$ cat config.mk
export PLATFORM = sky130hd
export DESIGN_NAME = if_id_skid
export DESIGN_NICKNAME = d
export VERILOG_FILES = /design/src/rtl/if_id_skid_pkg.sv /design/src/rtl/if_id_skid_pipe_slot.sv /design/src/rtl/if_id_skid.sv
export SDC_FILE = /design/constraint.sdc
export NUM_CORES = 1
export LEC_CHECK = 0
export ABC_AREA = 0
export CORE_ASPECT_RATIO = 0.6
export CORE_UTILIZATION = 43
export DETAILED_ROUTE_END_ITERATION = 6
export MAX_ROUTING_LAYER = met4
export PLACE_DENSITY_LB_ADDON = 0.15
export SETUP_SLACK_MARGIN = 0.3
export SLEW_MARGIN = 10
export SYNTH_ARGS = -nofsm -noshare
export SYNTH_HDL_FRONTEND = slang
export SYNTH_SLANG_ARGS = --single-unit
$ cat constraint.sdc
create_clock -name clk -period 1.55 [get_ports clk]
set_input_delay 0.31 -clock clk [delete_from_list [all_inputs] [get_ports clk]]
set_output_delay 0.31 -clock clk [all_outputs]
set_load 0.005 [all_outputs]
$ cat src/rtl/if_id_skid_pkg.sv
// Shared constants and types for the fetch/decode skid pipeline register.
package if_id_skid_pkg;

  // Reset level and the all-zero instruction word (a nop bubble).
  localparam logic        RstEnable = 1'b1;
  localparam logic [31:0] ZeroWord  = 32'h0000_0000;

  // Default bus widths for the PC and instruction words.
  localparam int InstAddrBus = 32;
  localparam int InstBus     = 32;

  // Widest fetch bundle the decoder supports.
  localparam int MaxLanes = 4;

  // Occupancy of the skid pipeline, encoded as {main_v, skid_v}.
  typedef enum logic [1:0] {
    OCC_EMPTY     = 2'b00,
    OCC_SKID_ONLY = 2'b01,  // unreachable: skid only fills behind main
    OCC_FULL      = 2'b10,
    OCC_BOTH      = 2'b11
  } occ_e;

endpackage

$ cat src/rtl/if_id_skid_pipe_slot.sv
// One valid+data pipeline slot. Clear beats load; an empty slot always
// holds all-zero data so downstream sees a clean nop bubble.
module pipe_slot
  import if_id_skid_pkg::*;
#(
  parameter int W = 8
) (
  input  logic         clk,
  input  logic         rst,
  input  logic         clr_i,
  input  logic         load_i,
  input  logic [W-1:0] data_i,
  output logic         valid_o,
  output logic [W-1:0] data_o
);

  logic         valid_q;
  logic [W-1:0] data_q;

  // Slot register: reset > clear > load, otherwise hold.
  always_ff @(posedge clk) begin
    // NOTE: sequential state uses non-blocking assignments so every flop
    // samples pre-edge values regardless of statement order.
    if (rst == RstEnable) begin
      valid_q <= 1'b0;
      // NOTE: the data bits are reset too, because an empty slot must read
      // as an all-zero bubble rather than stale or unknown contents.
      data_q  <= '0;
    end else if (clr_i) begin
      valid_q <= 1'b0;
      data_q  <= '0;
    end else if (load_i) begin
      valid_q <= 1'b1;
      data_q  <= data_i;
    end
  end

  assign valid_o = valid_q;
  assign data_o  = data_q;

endmodule

$ cat src/rtl/if_id_skid.sv
// Fetch-to-decode pipeline register with valid/ready handshake, optional
// one-entry skid buffer, flush and zeroed bubbles.
module if_id_skid
  import if_id_skid_pkg::*;
#(
  parameter int ADDR_W = InstAddrBus,
  parameter int INST_W = InstBus,
  parameter int LANES  = 1,
  parameter int SKID   = 1
) (
  input  logic                    clk,
  input  logic                    rst,
  input  logic                    flush,
  input  logic                    up_valid,
  output logic                    up_ready,
  input  logic [ADDR_W-1:0]       up_pc,
  input  logic [LANES*INST_W-1:0] up_inst,
  input  logic [LANES-1:0]        up_mask,
  output logic                    dn_valid,
  input  logic                    dn_ready,
  output logic [ADDR_W-1:0]       dn_pc,
  output logic [LANES*INST_W-1:0] dn_inst,
  output logic [LANES-1:0]        dn_mask
);

  localparam int W = ADDR_W + LANES * INST_W + LANES;

  if (LANES < 1 || LANES > MaxLanes) begin : g_bad_lanes
    $error("if_id_skid: LANES must be in 1..%0d", MaxLanes);
  end

  logic [W-1:0] up_bundle;
  logic [W-1:0] main_src;
  logic [W-1:0] main_data;
  logic         main_v;
  logic         main_load;
  logic         main_clr;
  logic         consume;

  assign up_bundle = {up_pc, up_inst, up_mask};
  assign consume   = main_v & dn_ready;

  pipe_slot #(.W(W)) u_main (
    .clk    (clk),
    .rst    (rst),
    .clr_i  (main_clr),
    .load_i (main_load),
    .data_i (main_src),
    .valid_o(main_v),
    .data_o (main_data)
  );

  assign dn_valid                  = main_v;
  assign {dn_pc, dn_inst, dn_mask} = main_data;

  if (SKID != 0) begin : g_skid
    logic         skid_v;
    logic         skid_load;
    logic         skid_clr;
    logic         skid_clr_any;
    logic         accept;
    logic         ready_q;
    logic [W-1:0] skid_data;
    logic         main_clr_xfer;
    occ_e         occ;

    // A bundle offered during flush is dropped even though ready is high.
    assign accept = up_valid & ready_q & ~flush;
    assign occ    = occ_e'({main_v, skid_v});

    // Next-state steering for the main and skid slots.
    always_comb begin
      // NOTE: every signal gets a default before the case so no path
      // leaves it unassigned, which would infer a latch.
      main_load     = 1'b0;
      main_src      = up_bundle;
      main_clr_xfer = 1'b0;
      skid_load     = 1'b0;
      skid_clr      = 1'b0;
      unique case (occ)
        OCC_EMPTY: main_load = accept;
        OCC_FULL: begin
          if (accept && !consume)  skid_load     = 1'b1;
          else if (accept)         main_load     = 1'b1;
          else if (consume)        main_clr_xfer = 1'b1;
        end
        OCC_BOTH: begin
          if (consume) begin
            main_load = 1'b1;
            main_src  = skid_data;
            skid_clr  = 1'b1;
          end
        end
        OCC_SKID_ONLY: skid_clr = 1'b1;
      endcase
    end

    assign main_clr     = flush | main_clr_xfer;
    assign skid_clr_any = flush | skid_clr;

    pipe_slot #(.W(W)) u_skid (
      .clk    (clk),
      .rst    (rst),
      .clr_i  (skid_clr_any),
      .load_i (skid_load),
      .data_i (up_bundle),
      .valid_o(skid_v),
      .data_o (skid_data)
    );

    // Registered up_ready: tracks whether the skid entry will be free.
    always_ff @(posedge clk) begin
      if (rst == RstEnable)  ready_q <= 1'b1;
      else if (skid_clr_any) ready_q <= 1'b1;
      else if (skid_load)    ready_q <= 1'b0;
    end

    assign up_ready = ready_q;

  end else begin : g_noskid
    logic accept;

    // Combinational ready: room exists if main is empty or draining now.
    assign up_ready  = ~main_v | dn_ready;
    assign accept    = up_valid & up_ready & ~flush;
    assign main_load = accept;
    assign main_src  = up_bundle;
    assign main_clr  = flush | (consume & ~accept);
  end

endmodule
==> flow_summary.yaml <==
outcome:
  status: "complete, but fails checks"
  violations: "setup timing"
sta:
  worst_slack_ns: -0.06108
  hold_viol: 0
  tns_ns: -0.06108
  drv_slew: 0
  worst_hold_slack_ns: 0.4713
  setup_viol: 1
  relSlewSlack: 0.7794
  fmax_mhz: 620.7
  period_needed_ns: 1.611
  rsz0062_at_grt: "true"
  clock_skew_ns: 0.007613
  post-route-period-util: 1.039
  worst_slew_pin_slew_ns: 0.3274
place:
  io_buffers: 136
  gp_congestion: 0.7810
  place_inst: 886
  pre_cts_ws_ns: -0.4340
  dpl.hpwl_microns: 11320
  place_area_sq_mm: 0.007756
cts:
  clock_sinks: 133
  cts.clk_slew.worst_paths_ns: 0.06
  cts_tree: "built"
  htreeDepth: 4
  clockBufferDepth: 2
  cts-root-buf: "clkbuf_16"
  cts_buffers: 17
  clk_latency_ns: 0.43
yosys:
  synthCells: 614
  avgSynthCellArea_sq_um: 9.639
  netlist_area_sq_mm: 0.005918
  ys_seq_elements: 133
  syn_nets: 684
  ys_seq_area_frac: 0.4499
  post_synth_num_cell_types: 24
  ys_warn_count: 0
layout:
  fin_cells: 990
  syn_to_final_growth_pct: 68.69
  final_area_sq_mm: 0.009983
  drive_above_1_share: 0.5073
  final_cell_mix: "dfxtp_1, clkdlybuf4s50_1, nor2_1"
  fin_nets: 879
  n_antenna_cell: 0
  multi_input_area_sq_mm: 0.003518
  final-seq-area_sq_mm: 0.002748
  final_common_cell: "dfxtp_1"
  nFillCells: 793
  post-route-util: 0.7602
critical_path:
  cpMaxStageDelayCell: "a311o_2"
  cp_slowest_stage_delay_ns: 0.44
  worst_path_dominant_cell_family: "compound AO/OA/AOI/OAI gates"
  cp.arrival_ns: 1.92
  path_buf_inv: 2
  r2r_start: "g_skid.u_skid.valid_o"
  worstSetupEndpointType: "flop"
  worstPathMaxFanout: 9
  required_ns: 1.86
  setup.worst_path.start: "g_skid.u_skid.valid_o"
  path_class: "reg2reg"
  crit_chain: "nor2b_1 -> a311o_2 -> buf_6 -> buf_16 -> a221oi_2"
  crit_path_start_kind: "flop"
floorplan:
  rows: 32
  die_x_microns: 153.5
  die-area_sq_mm: 0.01425
  core_sq_mm: 0.01313
  ios: 137
  die_y_microns: 92.88
  initial_core_util: 0.4506
routing:
  detail-route-antenna-nets: 0
  num_vias: 6406
  postRouteWirelength_microns: 26530
  wl_per_cell_microns: 26.79
  drc_errors: 0
  post_drt_via_cell_ratio: 6.471
  first_pass_iters: 5
  drt-initial-drc-count: 577
power:
  p_total_mw: 9.089
  vdd_drop_max_uv: 824.3
  power.density_mw_per_mm2: 910.4
  p_leak_nw: 4.035
global_route:
  grt_max_degree: 30
  grt_util_all_layers: 0.3247
  first_global_vias: 6113
  grt_overflow: 0
  grt_pass1_wl_microns: 34160
  antenna_found_initial: 0
hold_path:
  min-delay-start: "g_skid.u_skid.data_o[61]"
  hold_class: "reg2reg"
flow_run:
  maxCapViolations: 0
==> power breakdown <==
part | total, mW | internal [mW] | switching (mW)
clock | 4.19 | 2.62 | 1.57
combinational | 1.37 | 0.678 | 0.690
sequential | 3.53 | 3.49 | 0.0403
total | 9.09 | 6.79 | 2.30
==> path summary, 6_finish.rpt <==
check	cells past startpoint	end	slack, ns
min reg2reg	2	g_skid.u_skid.data_o[61]	0.47
min	2	g_skid.u_skid.data_o[61]	0.47
max	5	u_main.data_o[13]	-0.06
max reg2reg	5	u_main.data_o[13]	-0.06
==> cells in the mapped netlist <==
cell type	n	area, sq um
dfxtp_1	133	2663
a21oi_1	68	340.3
nand3_1	66	330.3
nor2_1	66	247.7
o21ai_0	66	330.3
mux2i_1	65	650.6
a221oi_2	50	750.7
clkbuf_1	30	112.6
buf_2	28	140.1
a221oi_1	15	131.4
buf_6	9	101.4
nand2_1	3	11.26
buf_1	2	7.510
buf_4	2	15.01
nand2b_1	2	12.51
a211o_1	1	8.760
a311o_1	1	10.01
and2b_1	1	7.510
and3_1	1	6.260
nand2b_2	1	8.760
nand4bb_1	1	11.26
nor2b_1	1	6.260
nor3_1	1	5.000
nor4bb_1	1	10.01
==> worst register-to-register path: cells and delay by family, from the launching register on <==
family | cells | cell delay (ns)
AOI/OAI and AO/OA | 2 | 0.72
buffers and inverters | 2 | 0.31
DFF | 1 | 0.39
and+or+nand+nor | 1 | 0.08
==> cell type report <==
type,instances,share of cell area
flip-flops and latches,133,0.2752
clock buffers,20,0.04675
repair buffers,246,0.2914
multi-input cells,411,0.3524
well taps,170,0.02131
clock inverters,10,0.01291
==> sequential cells by signal (all words and copies together), names as in the netlist <==
name	flops
g_skid.u_skid.data_o	65
u_main.data_o	65
g_skid.u_skid.valid_o	1
u_main.valid_o	1
up_ready	1
==> metal layers <==
metal  GRT usage  vias up  part of all wire
met5           -        -                 0
met2      0.4951      462              0.46
met1      0.4162     3148              0.40
met4      0.1075        0             0.041
li1            -     2685                 -
met3     0.08891      111             0.097
==> repair_timing <==
| item | CTS | global route |
|---|---|---|
| endpoints found under the hold margin | 0 | 0 |
| gates resized for setup | 382 | 132 |
| cloned | 18 | 14 |
| hold buffers | 0 | 0 |
| setup buffers | 31 | 11 |
| setup endpoints to repair | 199 | 142 |
| pin swaps | 5 | 24 |
==> kinds of logic after synthesis <==
family                 count (synthesis)  share of synthesized area
AOI/OAI and AO/OA                    201                     0.2655
buffers and inverters                 71                    0.06364
DFF                                  133                     0.4499
muxes                                 65                     0.1099
and+or+nand+nor                      144                     0.1110
Note: power is estimated with default switching activity, not from simulation.
